--- src/rtl/oled_bus_arbiter_if.sv ---
// Requester-side and panel-side signals of the OLED bus arbiter, bundled as one interface.
// lock0 exists only when OLED_ARB_LOCK_EN is defined.
interface oled_bus_arbiter_if;
  logic       req0;
  logic       dc0;
  logic [7:0] data0;
  logic       ack0;
  logic       req1;
  logic       dc1;
  logic [7:0] data1;
  logic       ack1;
`ifdef OLED_ARB_LOCK_EN
  logic       lock0;
`endif
  logic       busy;
  logic       oled_cs;
  logic       oled_e;
  logic       oled_rw;
  logic       oled_dc;
  logic [7:0] oled_dout;

  // Requester/testbench side.
  modport master (
    output req0, dc0, data0, req1, dc1, data1,
`ifdef OLED_ARB_LOCK_EN
    output lock0,
`endif
    input  ack0, ack1, busy, oled_cs, oled_e, oled_rw, oled_dc, oled_dout
  );

  // Arbiter side.
  modport slave (
    input  req0, dc0, data0, req1, dc1, data1,
`ifdef OLED_ARB_LOCK_EN
    input  lock0,
`endif
    output ack0, ack1, busy, oled_cs, oled_e, oled_rw, oled_dc, oled_dout
  );
endinterface

--- src/rtl/oled_bus_arbiter.sv ---
// Round-robin arbiter sharing the write-only OLED bus between two byte requesters.
// Define OLED_ARB_LOCK_EN to add lock0 (exclusive ownership for port 0).
module oled_bus_arbiter #(
  parameter int unsigned SETUP  = 1,
  parameter int unsigned E_HIGH = 4,
  parameter int unsigned E_LOW  = 4
) (
  input logic              clk,
  input logic              rst_n,
  oled_bus_arbiter_if.slave bus
);

  localparam int unsigned MaxHe = (E_HIGH > E_LOW) ? E_HIGH : E_LOW;
  localparam int unsigned MaxT  = (SETUP > MaxHe) ? SETUP : MaxHe;
  localparam int unsigned CntW  = $clog2(MaxT) + 1;

  localparam logic [CntW-1:0] SetupLd = CntW'(SETUP - 1);
  localparam logic [CntW-1:0] EHighLd = CntW'(E_HIGH - 1);
  localparam logic [CntW-1:0] ELowLd  = CntW'(E_LOW - 1);

  typedef enum logic [1:0] {StIdle, StSetup, StEHi, StELo} state_e;

  state_e          state_q, state_d;
  logic [CntW-1:0] cnt_q, cnt_d;
  logic            last_q, last_d;
  logic            cs_q, cs_d;
  logic            e_q, e_d;
  logic            dc_q, dc_d;
  logic [7:0]      dout_q, dout_d;
  logic            ack0_q, ack0_d;
  logic            ack1_q, ack1_d;

  logic cnt_done;
  logic arb_en;
  logic locked;
  logic grant_valid;
  logic grant_port;
  logic grant_upd;
  logic grant_take;

  assign cnt_done = (cnt_q == '0);
  assign arb_en   = (state_q == StIdle) || ((state_q == StELo) && cnt_done);

`ifdef OLED_ARB_LOCK_EN
  assign locked = bus.lock0;
`else
  assign locked = 1'b0;
`endif

  // Winner selection; while locked, only port 0 may win and the pointer is frozen.
  always_comb begin
    grant_valid = 1'b0;
    grant_port  = 1'b0;
    grant_upd   = 1'b0;
    if (locked) begin
      grant_valid = bus.req0;
    end else if (bus.req0 && bus.req1) begin
      grant_valid = 1'b1;
      grant_port  = ~last_q;
      grant_upd   = 1'b1;
    end else if (bus.req0) begin
      grant_valid = 1'b1;
      grant_upd   = 1'b1;
    end else if (bus.req1) begin
      grant_valid = 1'b1;
      grant_port  = 1'b1;
      grant_upd   = 1'b1;
    end
  end

  assign grant_take = arb_en && grant_valid;

  always_comb begin
    state_d = state_q;
    cnt_d   = cnt_q;
    last_d  = last_q;
    cs_d    = cs_q;
    e_d     = e_q;
    dc_d    = dc_q;
    dout_d  = dout_q;
    ack0_d  = 1'b0;
    ack1_d  = 1'b0;

    unique case (state_q)
      StIdle: ;
      StSetup: begin
        if (cnt_done) begin
          e_d     = 1'b1;
          state_d = StEHi;
          cnt_d   = EHighLd;
        end else begin
          cnt_d = cnt_q - 1'b1;
        end
      end
      StEHi: begin
        if (cnt_done) begin
          e_d     = 1'b0;
          state_d = StELo;
          cnt_d   = ELowLd;
        end else begin
          cnt_d = cnt_q - 1'b1;
        end
      end
      StELo: begin
        if (cnt_done) begin
          if (!grant_valid) begin
            cs_d    = 1'b1;
            state_d = StIdle;
          end
        end else begin
          cnt_d = cnt_q - 1'b1;
        end
      end
      default: state_d = StIdle;
    endcase

    // A grant overrides the idle/E_LO bookkeeping above; CS stays low on re-grant.
    if (grant_take) begin
      state_d = StSetup;
      cnt_d   = SetupLd;
      cs_d    = 1'b0;
      dc_d    = grant_port ? bus.dc1 : bus.dc0;
      dout_d  = grant_port ? bus.data1 : bus.data0;
      ack0_d  = ~grant_port;
      ack1_d  = grant_port;
      if (grant_upd) begin
        last_d = grant_port;
      end
    end
  end

  always_ff @(posedge clk or negedge rst_n) begin
    if (!rst_n) begin
      state_q <= StIdle;
      cnt_q   <= '0;
      last_q  <= 1'b1;
      cs_q    <= 1'b1;
      e_q     <= 1'b0;
      dc_q    <= 1'b0;
      dout_q  <= 8'h00;
      ack0_q  <= 1'b0;
      ack1_q  <= 1'b0;
    end else begin
      state_q <= state_d;
      cnt_q   <= cnt_d;
      last_q  <= last_d;
      cs_q    <= cs_d;
      e_q     <= e_d;
      dc_q    <= dc_d;
      dout_q  <= dout_d;
      ack0_q  <= ack0_d;
      ack1_q  <= ack1_d;
    end
  end

  assign bus.busy      = (state_q != StIdle);
  assign bus.oled_cs   = cs_q;
  assign bus.oled_e    = e_q;
  assign bus.oled_rw   = 1'b0;
  assign bus.oled_dc   = dc_q;
  assign bus.oled_dout = dout_q;
  assign bus.ack0      = ack0_q;
  assign bus.ack1      = ack1_q;

endmodule

--- src/flat_wrapper.sv ---
// flat-port wrapper written by rule: the top's interface ports become plain ports
module oled_bus_arbiter_flat 
#(
  parameter int unsigned SETUP  = 1,
  parameter int unsigned E_HIGH = 4,
  parameter int unsigned E_LOW  = 4
)
  (clk, rst_n, bus_req0, bus_dc0, bus_data0, bus_req1, bus_dc1, bus_data1, bus_ack0, bus_ack1, bus_busy, bus_oled_cs, bus_oled_e, bus_oled_rw, bus_oled_dc, bus_oled_dout);
  oled_bus_arbiter_if bus_i ();
  input logic clk;
  input logic rst_n;
  input wire logic [$bits(bus_i.req0)-1:0] bus_req0;
  input wire logic [$bits(bus_i.dc0)-1:0] bus_dc0;
  input wire logic [$bits(bus_i.data0)-1:0] bus_data0;
  input wire logic [$bits(bus_i.req1)-1:0] bus_req1;
  input wire logic [$bits(bus_i.dc1)-1:0] bus_dc1;
  input wire logic [$bits(bus_i.data1)-1:0] bus_data1;
  output wire logic [$bits(bus_i.ack0)-1:0] bus_ack0;
  output wire logic [$bits(bus_i.ack1)-1:0] bus_ack1;
  output wire logic [$bits(bus_i.busy)-1:0] bus_busy;
  output wire logic [$bits(bus_i.oled_cs)-1:0] bus_oled_cs;
  output wire logic [$bits(bus_i.oled_e)-1:0] bus_oled_e;
  output wire logic [$bits(bus_i.oled_rw)-1:0] bus_oled_rw;
  output wire logic [$bits(bus_i.oled_dc)-1:0] bus_oled_dc;
  output wire logic [$bits(bus_i.oled_dout)-1:0] bus_oled_dout;
  assign bus_i.req0 = bus_req0;
  assign bus_i.dc0 = bus_dc0;
  assign bus_i.data0 = bus_data0;
  assign bus_i.req1 = bus_req1;
  assign bus_i.dc1 = bus_dc1;
  assign bus_i.data1 = bus_data1;
  assign bus_ack0 = bus_i.ack0;
  assign bus_ack1 = bus_i.ack1;
  assign bus_busy = bus_i.busy;
  assign bus_oled_cs = bus_i.oled_cs;
  assign bus_oled_e = bus_i.oled_e;
  assign bus_oled_rw = bus_i.oled_rw;
  assign bus_oled_dc = bus_i.oled_dc;
  assign bus_oled_dout = bus_i.oled_dout;
  oled_bus_arbiter #(.SETUP(SETUP), .E_HIGH(E_HIGH), .E_LOW(E_LOW)) u_core (.clk(clk), .rst_n(rst_n), .bus(bus_i));
endmodule
--- config.mk ---
export PLATFORM = sky130hd
export DESIGN_NAME = oled_bus_arbiter_flat
export DESIGN_NICKNAME = d
export VERILOG_FILES = /design/src/rtl/oled_bus_arbiter_if.sv /design/src/rtl/oled_bus_arbiter.sv /design/src/flat_wrapper.sv
export SDC_FILE = /design/constraint.sdc
export NUM_CORES = 1
export LEC_CHECK = 0
export BUFFER_PORTS_ARGS = -buffer_cell sky130_fd_sc_hd__buf_2
export CORE_AREA = 2 2 52 49
export CTS_BUF_LIST = sky130_fd_sc_hd__clkbuf_8
export CTS_CLUSTER_DIAMETER = 40
export DETAILED_ROUTE_END_ITERATION = 10
export DIE_AREA = 0 0 54 51
export HOLD_SLACK_MARGIN = 0.05
export PLACE_DENSITY_LB_ADDON = 0.15
export SLEW_MARGIN = 15
export SYNTH_ARGS = -nofsm -noshare
export SYNTH_HDL_FRONTEND = slang
export SYNTH_SLANG_ARGS = --single-unit
export TNS_END_PERCENT = 50
--- constraint.sdc ---
create_clock -name clk -period 2 [get_ports clk]
set_input_delay 0.3 -clock clk [delete_from_list [all_inputs] [get_ports clk]]
set_output_delay 0.3 -clock clk [all_outputs]
set_load 0.005 [all_outputs]
== After elaboration in Yosys (flattened, before gate mapping) ==
Index checks and enable logic that the tools add are counted.

* Bits in registers: 19
* Input port bits: 22
* Output and inout port bits: 15
* Logic and storage cells: 67

* $add $sub $neg: 1
* Eq/ne operators: 11
* Muxes and demuxes: 26
* Bitwise gates (word level): 2
* Reductions and logical operators: 18

{| class="wikitable"
|+ Operator list
! operator !! count
|-
| 1-bit 2-to-1 mux || 14
|-
| 2-bit 2-to-1 mux || 5
|-
| 3-bit 2-to-1 mux || 3
|-
| 3-bit by 1-bit inequality test with 1-bit output, second input constant || 3
|-
| 8-bit 2-to-1 mux || 1
|-
| 2-bit nonzero test || 4
|-
| 3-bit inequality test, second input constant || 2
|-
| 2-bit case mux with 3 select lines || 1
|-
| 3-bit case mux with 2 select lines || 1
|-
| 3-bit AND reduction || 2
|-
| 5-bit AND reduction || 1
|-
| 2-bit == test, second input constant || 2
|-
| 2-bit by 1-bit inequality test with 1-bit output, second input constant || 2
|-
| 2-bit AND reduction || 2
|-
| 4-bit nonzero test || 1
|-
| 1-bit logical AND || 3
|-
| 3-bit zero test || 1
|-
| 3-bit nonzero test || 1
|-
| 3-bit by 1-bit subtractor with 3-bit output, second input constant || 1
|-
| 2-bit by 1-bit == test with 1-bit output, second input constant || 1
|-
| 2-bit zero test || 1
|-
| 2-bit inequality test, second input constant || 1
|-
| 1-bit inverter || 2
|-
| 1-bit case mux with 2 select lines || 1
|-
| 2 further kinds || 2
|}

== Logic depth before layout (Yosys ltp) ==
Gate-level depths: netlist of run 1.

* Depth in word-level cells: 7
* Depth in mapped cells: 8
* Mapped depth without buffers: 7

== Worst setup path after synthesis of run 1 ==
OpenSTA, ideal clock, no wires.

* Path kind: register to register
* Start: reg u_core.cnt_q[0]
* End: reg u_core.dc_q (netlist: u_core.bus.oled_dc)
* Setup time: 0.127 ns
* Data arrival time: 1.699 ns
* Required time: 1.873 ns
* Slack: 0.174 ns
* Stages on the path, launching flop included: 9
* Path buffers: 1
* Clock period less this slack: 1.826 ns
* Path through: dfrtp_1 > inv_1 > ha_1 > ha_1 > a21o_4 > and3_4 > buf_6 > a222oi_1 > inv_1

* Longest elaborated chain between the ends: 4

{| class="wikitable"
|+ RTL lines
! element !! RTL line !! text
|-
| start, declared || oled_bus_arbiter.sv:24 || <nowiki>logic [CntW-1:0] cnt_q, cnt_d;</nowiki>
|-
| start signal, assigned || oled_bus_arbiter.sv:145 || <nowiki>cnt_q <= cnt_d;</nowiki>
|-
| 3-bit zero test || oled_bus_arbiter.sv:41 || <nowiki>assign cnt_done = (cnt_q == '0);</nowiki>
|-
| 1-bit logical AND || oled_bus_arbiter.sv:42 || <nowiki>assign arb_en = (state_q == StIdle) || ((state_q == StELo) && cnt_done);</nowiki>
|-
| 1-bit logical OR || oled_bus_arbiter.sv:42 ||
|-
| 1-bit logical AND || oled_bus_arbiter.sv:71 || <nowiki>assign grant_take = arb_en && grant_valid;</nowiki>
|-
| end signal, assigned || oled_bus_arbiter.sv:139 || <nowiki>dc_q <= 1'b0;</nowiki>
|-
| end signal, assigned || oled_bus_arbiter.sv:149 || <nowiki>dc_q <= dc_d;</nowiki>
|-
| end, declared || oled_bus_arbiter.sv:28 || <nowiki>logic dc_q, dc_d;</nowiki>
|}

Every way passes these cells.
A chain may end at the register's enable or synchronous reset.

== Worst setup path after layout of run 1 ==
* Start: reg u_core.cnt_q[0]
* End: reg u_core.dout_q[4] (netlist: u_core.bus.oled_dout[4])

* Longest elaborated chain between the ends: 4

{| class="wikitable"
|+ RTL lines
! element !! RTL line !! text
|-
| 3-bit zero test || oled_bus_arbiter.sv:41 ||
|-
| 1-bit logical AND || oled_bus_arbiter.sv:42 ||
|-
| 1-bit logical OR || oled_bus_arbiter.sv:42 ||
|-
| 1-bit logical AND || oled_bus_arbiter.sv:71 ||
|-
| end signal, assigned || oled_bus_arbiter.sv:150 || <nowiki>dout_q <= dout_d;</nowiki>
|-
| end, declared || oled_bus_arbiter.sv:29 || <nowiki>logic [7:0] dout_q, dout_d;</nowiki>
|}

Every way passes these cells.

==> key figures, run 1 <==
Outcome
  • Outcome: finished clean

Cells and area
  • Design Area, Final: between 0.001 and 0.0015 mm²
  • Fill cell count: about 210
  • Register Area: 478 µm²
  • Final nets: 159
  • Fin util: about 53%
  • Layout cells sized above 1: a little under two fifths
  • N_diodes: 0
  • Synthesis-to-finish area growth: 27.2%
  • Finished Layout Cells: 156
  • Multi-input logic area: 403 µm²

Timing
  • Unrepaired setup endpoints after global routing: false
  • Maximum clock frequency: 543 MHz
  • Max Slew Vio Count: 0
  • Setup_tns: 0 ns
  • Setup slack after layout: 0.157 ns
  • Final worst path period share: 92.1%
  • Min Clock Period, post-route: approximately 1.8 ns
  • Final setup viols: 0
  • Final Skew: 0.00240 ns
  • Hold Fails Final Rpt: 0

Worst setup path
  • CP Capture Type: flop
  • Crit-path most repeated cell: inv_1
  • Slowest library cell on the worst path: dfrtp_1
  • Crit Path Category: flop to flop
  • Worst R2R Setup Slack: 0.16 ns
  • Crit start category: flop
  • Worst Path Required: 2.13 ns
  • Worst Path Arrival: 1.97 ns
  • Slowest cell delay on critical path: 0.34 ns
  • Worst Path Max Fanout: 11
  • Crit-path cells: inv_1 > ha_1 > ha_2 > a21o_4 > and3_4 > a222oi_1 > inv_1

Clock tree
  • CTS clock-pin slew for the worst setup and hold paths: 0.07 ns
  • CTS Buffer Depth: 2
  • Clock Sinks: 19
  • TritonCTS Buffers: 3
  • Postcts setup bufs: 0
  • CTS tree: yes
  • Worst skew pair latency: 0.25 ns
  • H-tree levels: 1
  • Root buffer cell: clkbuf_8

Synth
  • Register area share after synthesis: 49.7%
  • Synthesis-stage register bit count: 19
  • Synth Instances: 90
  • Avg Cell Area, Syn: 10.7 µm²
  • Synth cell types: 28
  • Synth Warn #: 0
  • Netlist area before placement: 961 µm²
  • Syn nets: 120

Placed design
  • GPL Wtd Cong: 0.845
  • DP Cell Count: 151
  • I/O Buffers: 35
  • Placed cell area: 0.00116 mm²
  • Pre-CTS setup slack: 0.0420 ns
  • Post-DP HPWL: about 1.6 mm

Floorplanning
  • Site Rows: 17
  • Core ar.: 0.00230 mm²
  • Initial Util: 41.8%
  • Die extent in y: 51 µm
  • Die area: 0.00275 mm²
  • # IOs: 37
  • Die W: 54 µm

GRT
  • First-pass GRT wire length: 3.24 mm
  • Number of global-route vias before repair: 758
  • Total gr overflow: 0
  • GRT Util Overall: between 10% and 20%
  • Initial antenna violation count: 0
  • Largest net degree at the start of global routing: 20

Detailed routing
  • Initial DRC Count: 44
  • DR WL/cell: 13.0 µm
  • DR DRC count: 0
  • Vias per cell: 5.00
  • Detailed-route via count: 780
  • Detail Route Antenna Nets: 0
  • Post-Route WL: 2.03 mm
  • Drt first pass iters: 5

Pwr
  • Register share of total power: between 30% and 40%
  • Pint: 0.00116 W
  • Total power per unit cell area: about 1500 mW/mm²
  • Leakage: 0.671 nW
  • Switching power: between 0.0006 and 0.0007 W
  • Worst VDD drop: 0.000805 V
  • Net Sw Frac: a little under two fifths
  • Clock power frac: 14.1%
  • Combinational share of power: 49.6%

Flow run
  • Max Cap Viol: 0

Worst hold path
  • Hold Crit Class: primary input to flop
-- critical path: cells and delay by family, from the launching register on --
family,cells,cell delay [ns]
and+or+nand+nor,1,0.22
AOI/OAI and AO/OA,2,0.59
adders and majority gates,2,0.42
DFF,1,0.34
buffers and inverters,2,0.14
-- cells in the final DEF (no fill, tap or decap), types with 2 or more instances in the layout --
master    synthesis  routed
nand2b_1          2       2
buf_2             1      35
ha_1              8       7
nor2_1            2       2
buf_4             1       2
nand3_1           3       3
nand2_1           5       5
inv_1            16      16
dfrtp_1          17      17
o21a_1            2       2
a21oi_1           4       4
o21ai_0           4       4
clkbuf_8          0       3
a222oi_1          9       9
and3_4            1       2
dfstp_2           2       2
-- stage by stage --
stage | hold slack [ns] | power, W
floorplan | 0.00441 | 0.00130
global placement | 0.270 | 0.00156
detailed placement | 0.270 | 0.00159
CTS | 0.274 | 0.00186
global route | 0.292 | 0.00204
finish | 0.278 | 0.00185
-- synthesized netlist by cell type (all sizes together) --
library cell | count | area, µm²
and3 | 2 | 17.5
buf | 3 | 23.8
ha | 8 | 100
nand2 | 5 | 18.8
nor2 | 2 | 7.51
a21oi | 4 | 20.0
dfstp | 2 | 52.6
o311a | 1 | 10.0
nor3 | 1 | 5.00
o21ai | 5 | 25.0
clkbuf | 1 | 3.75
o22a | 1 | 8.76
o31ai | 1 | 7.51
conb | 1 | 3.75
o21ba | 1 | 10.0
inv | 16 | 60.1
nand3 | 3 | 15.0
a222oi | 9 | 90.1
dfrtp | 17 | 425
o22ai | 1 | 6.26
o21a | 2 | 15.0
a21o | 2 | 22.5
nand2b | 2 | 12.5
-- flip-flops by register name, indices dropped and copies added, names as in the netlist --
register	count
u_core.bus.oled_e	1
u_core.state_q	2
u_core.last_q	1
u_core.cnt_q	3
u_core.bus.ack1	1
u_core.bus.oled_dc	1
u_core.bus.oled_cs	1
u_core.bus.oled_dout	8
u_core.bus.ack0	1
-- cell type report --
| class | count | share of cell area (%) |
|---|---|---|
| repair buffers | 38 | 16.4 |
| multi-input cells | 51 | 33.0 |
| clock inverters | 1 | 0.409 |
| clock buffers | 3 | 3.38 |
| flip-flops and latches | 19 | 39.1 |
| well taps | 28 | 2.87 |
| inverters | 16 | 4.91 |
-- layer usage --
metal	vias to the layer above	wire length (µm)	GRT usage, %
met5	-	0	0
met3	2	80	2.92
met1	368	979	21.6
li1	393	-	-
met2	17	956	24.8
met4	0	8	7.50
-- worst paths after layout --
check | startpoint | endpoint | cells past startpoint
setup / recovery | u_core.cnt_q[0] | u_core.bus.oled_dout[4] | 7
hold reg to reg | u_core.bus.oled_dout[3] | u_core.bus.oled_dout[3] | 2
hold / removal | bus_dc0 | u_core.bus.oled_dc | 3
setup reg to reg | u_core.cnt_q[0] | u_core.bus.oled_dout[4] | 7
min in group asynchronous | rst_n | u_core.cnt_q[1] | 2
max in group asynchronous | rst_n | u_core.last_q | 2
-- power by group through the flow --
| stage | Combinational [W] | Sequential (W) | Clock [W] |
|---|---|---|---|
| CTS | 0.000923 | 0.000669 | 0.000270 |
| detailed placement | 0.000916 | 0.000676 | 0 |
| finish | 0.000917 | 0.000669 | 0.000261 |
| global route | 0.00106 | 0.000691 | 0.000290 |
| floorplan | 0.000629 | 0.000670 | 0 |
| global placement | 0.000898 | 0.000665 | 0 |
-- logic make-up (layout without fill, tap and decap cells) --
| kind of cell | Yosys count | count (layout) | share of synthesized area (%) |
|---|---|---|---|
| DFF | 19 | 19 | 49.7 |
| adders and majority gates | 8 | 8 | 10.4 |
| AOI/OAI and AO/OA | 27 | 27 | 22.4 |
| buffers and inverters | 20 | 58 | 9.11 |
| and+or+nand+nor | 15 | 15 | 7.94 |
| other | 1 | 1 | 0.390 |
-- repair_timing --
| action | 4_1_cts | 5_1_grt |
|---|---|---|
| resized for setup | 0 | 3 |
| endpoints found under the hold margin | 17 | 0 |
| hold buffers | 1 | 0 |
| setup endpoints to repair | 0 | 9 |
Note: power is estimated with default switching activity, not from simulation.
==> run 2: changes to the inputs <==
--- a/config.mk
+++ b/config.mk
@@ -7,9 +7,9 @@
 export LEC_CHECK = 0
 export BUFFER_PORTS_ARGS = -buffer_cell sky130_fd_sc_hd__buf_2
-export CORE_AREA = 2 2 52 49
+export CORE_AREA = 2 2 55 52
 export CTS_BUF_LIST = sky130_fd_sc_hd__clkbuf_8
 export CTS_CLUSTER_DIAMETER = 40
 export DETAILED_ROUTE_END_ITERATION = 10
-export DIE_AREA = 0 0 54 51
+export DIE_AREA = 0 0 57 54
 export HOLD_SLACK_MARGIN = 0.05
 export PLACE_DENSITY_LB_ADDON = 0.15
==> constraint.sdc (replaced) <==
create_clock -name clk -period 2 [get_ports clk]
set_input_delay 0 -clock clk [delete_from_list [all_inputs] [get_ports clk]]
set_output_delay 0 -clock clk [all_outputs]
set_load 0.005 [all_outputs]
==> run 2 against run 1 <==
Sequential power barely moved. Sequential cell count did not move. Worst setup slack improved by 0.011 ns. Non-clock buffer count grew 18. Fmax is 0.61% higher. Critical endpoint is now u_core.bus.oled_dc. Die area increased by 12%. Clock skew grew 0.0046 ns.
==> key figures, run 2 (synthesis results as in run 1) <==
Cells and area
  • Synthesis-to-finish area growth: 46.2% (was 27.2%)
  • Layout cells sized above 1: 32.9% (was 37.5%)
  • Commonest non-fill, non-tap cell in the layout: buf_2 (unchanged)
  • Max reg flops: 8 (unchanged)
  • Final nets: 177 (was 159)
  • Fill cell count: 241 (was 212)
  • N_diodes: 0 (unchanged)
  • Most frequent cells in the layout: buf_2 (35), dlygate4sd3_1 (19), dfrtp_1 (17), inv_1 (16), a222oi_1 (9) (was buf_2 (35), dfrtp_1 (17), inv_1 (16), a222oi_1 (9), ha_1 (7))

Detailed routing
  • Detailed-route via count: 861 (was 780)
  • Vias per cell: 4.89 (was 5.00)
  • DR WL/cell: 12.8 µm (was 13.0 µm)
  • Drt first pass iters: 5 (unchanged)
  • DR DRC count: 0 (unchanged)
  • Detail Route Antenna Nets: 0 (unchanged)
  • Initial DRC Count: 35 (was 44)
  • Post-Route WL: 2.25 mm (was 2.03 mm)

Placed design
  • GPL Wtd Cong: 0.761 (was 0.845)
  • I/O Buffers: 35 (unchanged)
  • Post-DP HPWL: 1.51 mm (was 1.57 mm)

GRT
  • Largest net degree at the start of global routing: 20 (unchanged)
  • First-pass GRT wire length: 3.39 mm (was 3.24 mm)
  • GRT Util Overall: 14.7% (was 16.1%)
  • Initial antenna violation count: 0 (unchanged)
  • Number of global-route vias before repair: 778 (was 758)
  • Total gr overflow: 0 (unchanged)

Pwr
  • Worst VDD drop: 0.000726 V (was 0.000805 V)
  • Clock power frac: 13.9% (was 14.1%)
  • Switching power: 0.000691 W (was 0.000688 W)
  • Total power draw: 0.00187 W (was 0.00185 W)
  • Total power per unit cell area: 1330 mW/mm² (was 1510 mW/mm²)
  • Net Sw Frac: 36.9% (was 37.2%)
  • Register share of total power: 35.5% (was 36.2%)
  • Combinational share of power: 50.6% (was 49.6%)
  • Pint: 0.00118 W (was 0.00116 W)
  • Leakage: 0.746 nW (was 0.671 nW)

Worst setup path
  • Worst R2R Setup Slack: 0.17 ns (was 0.16 ns)
  • Reg2Reg Depth: 7 (unchanged)
  • RR Endpoint: u_core.bus.oled_dc (was u_core.bus.oled_dout[4])
  • RR Startpoint: u_core.cnt_q[0] (unchanged)
  • Crit Path Category: flop to flop (unchanged)
  • Worst Path Arrival: 1.97 ns (about the same)
  • Crit start category: flop (unchanged)
  • Worst Path Required: 2.14 ns (was 2.13 ns)
  • Worst Path Max Fanout: 11 (unchanged)
  • CP Capture Type: flop (unchanged)

Timing
  • Min Clock Period, post-route: 1.83 ns (was 1.84 ns)
  • Hold Fails Final Rpt: 0 (unchanged)
  • Max Slew Vio Count: 0 (unchanged)
  • Setup_tns: 0 ns (unchanged)
  • Final setup viols: 0 (unchanged)
  • Final Skew: 0.00702 ns (was 0.00240 ns)
  • Maximum clock frequency: 546 MHz (was 543 MHz)
  • Unrepaired setup endpoints after global routing: false (unchanged)
  • Final worst path period share: 91.6% (was 92.1%)

Clock tree
  • H-tree levels: 1 (unchanged)
  • TritonCTS Buffers: 3 (unchanged)
  • Root buffer cell: clkbuf_8 (unchanged)
  • CTS Buffer Depth: 2 (unchanged)
  • CTS clock-pin slew for the worst setup and hold paths: 0.07 ns (about the same)
  • CTS tree: yes (unchanged)
  • Postcts setup bufs: 0 (unchanged)
  • Clock Sinks: 19 (unchanged)
  • Worst skew pair latency: 0.25 ns (about the same)

Flow run
  • Max Cap Viol: 0 (unchanged)

Worst hold path
  • Hold Crit Class: primary input to flop (unchanged)
  • Worst hold path cell count: 3 (unchanged)
  • WHS Endpoint: u_core.bus.oled_cs (was u_core.bus.oled_dc)
  • Min-delay src: bus_req0 (was bus_dc0)

Floorplanning
  • Initial Util: 37.4% (was 41.8%)
  • Core ar.: 0.00257 mm² (was 0.00230 mm²)
  • Site Rows: 18 (was 17)
  • # IOs: 37 (unchanged)
  • Die W: 57 µm (was 54 µm)
  • Die extent in y: 54 µm (was 51 µm)
  • Die area: 0.00308 mm² (was 0.00275 mm²)

Outcome
  • Outcome: finished clean (unchanged)
## run 2: repair_timing
action,in CTS,in global routing
setup endpoints to repair,0,9
hold buffers,19,0
resized for setup,0,3
hold endpoints to repair,28,0
## run 2: worst max-delay path by stage
| stage | from | end | cells past startpoint |
|---|---|---|---|
| detailed placement | u_core.cnt_q[0] | u_core.bus.oled_dc | 7 |
| global route | u_core.cnt_q[0] | u_core.bus.oled_dout[7] | 7 |
| CTS | u_core.cnt_q[0] | u_core.bus.oled_dc | 7 |
| floorplan | u_core.cnt_q[0] | u_core.bus.oled_dc | 8 |
| global placement | u_core.cnt_q[0] | u_core.bus.oled_dout[2] | 7 |
| finish | u_core.cnt_q[0] | u_core.bus.oled_dc | 7 |
## run 2: cell type report
class                      count  area [µm²]  share of cell area (%)
clock buffer                   3        41.3                    2.94
clock inverter                 1        5.00                   0.356
inverter                      16        60.1                    4.27
multi-input combinational     51         403                    28.7
sequential                    19         478                    34.0
tap                           30        37.5                    2.67
timing repair buffer          56         380                    27.1
## run 2: layer usage
layer	vias to the layer above	GRT usage, %	wire length [µm]
li1	433	-	-
met1	399	18.2	1030
met2	27	26.2	1110
met3	2	3.61	108
met4	0	3.49	13
met5	-	0	0
## run 2: stage by stage
step / setup WS, ns / std cells / util, % / hold slack (ns) / instance area (µm²)
floorplan: 0.174 / 90 / - / -0.296 / 961
global placement: 0.0945 / 153 / 45.2 / -0.0303 / 1160
detailed placement: 0.0377 / 153 / 45.2 / -0.0335 / 1160
CTS: 0.0531 / 176 / 54.4 / 0.0676 / 1400
global route: 0.0431 / 176 / 54.7 / 0.0930 / 1410
finish: 0.168 / 176 / 54.7 / 0.0785 / 1410
## run 2: critical path, cell delays in order, from the launching register on
cell and delay [ns]:
dfrtp_1 0.34, inv_1 0.06, ha_1 0.21, ha_2 0.22, a21o_4 0.25, and3_4 0.21, a222oi_1 0.34, inv_1 0.08
## run 2: power groups by stage
stage               Clock (W)  Combinational, W  Sequential, W
CTS                  0.000270          0.000945       0.000663
floorplan                   0          0.000629       0.000670
global route         0.000286           0.00108       0.000683
finish               0.000260          0.000949       0.000666
global placement            0          0.000910       0.000666
detailed placement          0          0.000915       0.000669
==> run 3: changes to the inputs <==
- clock period: 2 -> 1.87 ns (I/O delays scaled with it)
==> run 3 against run 2 <==
Clock power grew 10%. Largest power group unchanged. Hold slack better by 0.026 ns. Sequential power rose by 7.5%. Cell area up 3.3%. Wire length grew 7.8%.
==> key figures, run 3 (synthesis results as in run 1) <==
Worst setup path
  • Delay-heaviest family, CP: compound AO/OA/AOI/OAI gates (unchanged)
  • Slowest library cell on the worst path: a222oi_1 (was dfrtp_1)
  • Worst R2R Setup Slack: 0.13 ns (was 0.17 ns)
  • Crit-path most repeated cell: ha_4 (was inv_1)
  • Worst Path Required: 2.00 ns (was 2.14 ns)
  • Worst Path Max Fanout: 11 (unchanged)
  • Slowest cell delay on critical path: 0.38 ns (was 0.34 ns)
  • RR Startpoint: u_core.cnt_q[0] (unchanged)
  • Reg2Reg Depth: 7 (unchanged)
  • Critical path buffers and inverters: 2 (unchanged)
  • Setup crit start: u_core.cnt_q[0] (unchanged)
  • RR Endpoint: u_core.bus.oled_dout[2] (was u_core.bus.oled_dc)
  • Worst Path Arrival: 1.88 ns (was 1.97 ns)
  • Crit start category: flop (unchanged)
  • Crit-path cells: inv_2 > ha_4 > ha_4 > a21o_4 > and3_4 > a222oi_1 > inv_1 (was inv_1 > ha_1 > ha_2 > a21o_4 > and3_4 > a222oi_1 > inv_1)
  • CP Capture Type: flop (unchanged)
  • Crit Path Category: flop to flop (unchanged)

Placed design
  • GPL Wtd Cong: 0.860 (was 0.761)
  • I/O Buffers: 35 (unchanged)
  • Pre-CTS setup slack: -0.00258 ns (was 0.0377 ns)
  • Post-DP HPWL: 1.59 mm (was 1.51 mm)

Pwr
  • Worst VDD drop: 0.000808 V (was 0.000726 V)
  • Leakage: 0.761 nW (was 0.746 nW)
  • Switching power: 0.000796 W (was 0.000691 W)
  • Register share of total power: 33.7% (was 35.5%)
  • Clock power frac: 13.5% (was 13.9%)
  • Net Sw Frac: 37.5% (was 36.9%)
  • Pint: 0.00133 W (was 0.00118 W)
  • Total power per unit cell area: 1460 mW/mm² (was 1330 mW/mm²)
  • Combinational share of power: 52.8% (was 50.6%)

Timing
  • Maximum clock frequency: 574 MHz (was 546 MHz)
  • Final Skew: 0.00454 ns (was 0.00702 ns)
  • Min Clock Period, post-route: 1.74 ns (was 1.83 ns)
  • Hold Fails Final Rpt: 0 (unchanged)
  • Final worst path period share: 93.2% (was 91.6%)
  • Final setup viols: 0 (unchanged)
  • Final worst hold slack: 0.104 ns (was 0.0785 ns)
  • Max Slew Vio Count: 0 (unchanged)
  • Setup slack after layout: 0.127 ns (was 0.168 ns)
  • Unrepaired setup endpoints after global routing: false (unchanged)

Detailed routing
  • DR WL/cell: 13.6 µm (was 12.8 µm)
  • Post-Route WL: 2.43 mm (was 2.25 mm)
  • Detailed-route via count: 899 (was 861)
  • DR DRC count: 0 (unchanged)
  • Initial DRC Count: 38 (was 35)
  • Vias per cell: 5.02 (was 4.89)
  • Drt first pass iters: 5 (unchanged)
  • Detail Route Antenna Nets: 0 (unchanged)

Clock tree
  • CTS Buffer Depth: 2 (unchanged)
  • Postcts setup bufs: 0 (unchanged)
  • CTS clock-pin slew for the worst setup and hold paths: 0.08 ns (was 0.07 ns)
  • Worst skew pair latency: 0.25 ns (about the same)
  • TritonCTS Buffers: 3 (unchanged)
  • CTS tree: yes (unchanged)
  • Root buffer cell: clkbuf_8 (unchanged)
  • Clock Sinks: 19 (unchanged)
  • H-tree levels: 1 (unchanged)

GRT
  • Number of global-route vias before repair: 889 (was 778)
  • First-pass GRT wire length: 3.81 mm (was 3.39 mm)
  • GRT Util Overall: 16.2% (was 14.7%)
  • Total gr overflow: 0 (unchanged)
  • Initial antenna violation count: 0 (unchanged)
  • Largest net degree at the start of global routing: 20 (unchanged)

Worst hold path
  • Worst hold path cell count: 3 (unchanged)
  • Hold Crit Class: primary input to flop (unchanged)
  • WHS Endpoint: u_core.bus.oled_cs (unchanged)
  • Min-delay src: bus_req0 (unchanged)

Outcome
  • Outcome: finished clean (unchanged)

Cells and area
  • Synthesis-to-finish area growth: 51.0% (was 46.2%)
  • Fin util: 56.5% (was 54.7%)
  • Final nets: 180 (was 177)
  • Most frequent cells in the layout: buf_2 (36), dlygate4sd3_1 (19), dfrtp_1 (17), inv_1 (15), a222oi_1 (9) (was buf_2 (35), dlygate4sd3_1 (19), dfrtp_1 (17), inv_1 (16), a222oi_1 (9))
  • Commonest non-fill, non-tap cell in the layout: buf_2 (unchanged)
  • Max reg flops: 8 (unchanged)
  • N_diodes: 0 (unchanged)
  • Layout cells sized above 1: 36.2% (was 32.9%)

Floorplanning
  • # IOs: 37 (unchanged)
  • Site Rows: 18 (unchanged)
  • Die W: 57 µm (unchanged)
  • Core ar.: 0.00257 mm² (unchanged)
  • Die extent in y: 54 µm (unchanged)
  • Die area: 0.00308 mm² (unchanged)
  • Initial Util: 37.4% (unchanged)

Flow run
  • Max Cap Viol: 0 (unchanged)
## run 3: changes by cell type in the layout (fill, tap and decap cells not counted), sizes merged
cell and delta:
buf +3
## run 3: metrics by stage
| step | cell area (µm²) | instances | total power (W) | TNS, ns |
|---|---|---|---|---|
| 2_1_floorplan | 961 | 90 | 0.00139 | 0 |
| 3_3_place_gp | 1180 | 155 | 0.00171 | 0 |
| 3_5_place_dp | 1180 | 155 | 0.00174 | -0.00371 |
| 4_1_cts | 1410 | 178 | 0.00206 | 0 |
| 5_1_grt | 1450 | 179 | 0.00234 | 0 |
| 6_report | 1450 | 179 | 0.00212 | 0 |
## run 3: routing by layer
layer | vias to the layer above | GRT usage (%) | part of all wire (%)
met3 | 2 | 2.88 | 4.4
met5 | - | 0 | 0
li1 | 437 | - | -
met2 | 26 | 29.3 | 52
met1 | 434 | 20.2 | 43
met4 | 0 | 4.26 | 0.58
## run 3: power by group through the flow
stage               sequential [W]  combinational (W)  clock [W]
floorplan                 0.000717           0.000673          0
global placement          0.000714           0.000998          0
detailed placement        0.000719            0.00102          0
CTS                       0.000713            0.00105   0.000293
global route              0.000739            0.00129   0.000311
finish                    0.000716            0.00112   0.000287
## run 3: worst max path at each step
stage                               to  depth (start not counted)
2_1_floorplan       u_core.bus.oled_dc                          8
3_3_place_gp   u_core.bus.oled_dout[2]                          7
3_5_place_dp        u_core.bus.oled_dc                          7
4_1_cts             u_core.bus.oled_dc                          7
5_1_grt             u_core.bus.oled_dc                          9
6_report       u_core.bus.oled_dout[2]                          7
## run 3: layout make-up
class	instances	area (µm²)
fill	245	1120
sequential	19	478
multi-input combinational	51	429
timing repair buffer	59	400
inverter	16	60.1
clock buffer	3	41.3
tap	30	37.5
clock inverter	1	5.00
## run 3: tightest hold or removal path, cell delays in order
cell and delay (ns):
buf_2 0.15, o21a_1 0.16, nor2_1 0.05
## run 3: repair_timing
action	in CTS	in global routing
cloned	0	1
endpoints found under the setup margin	3	11
hold buffers	19	0
hold endpoints to repair	28	0
gates resized for setup	1	8
pin swaps	0	2
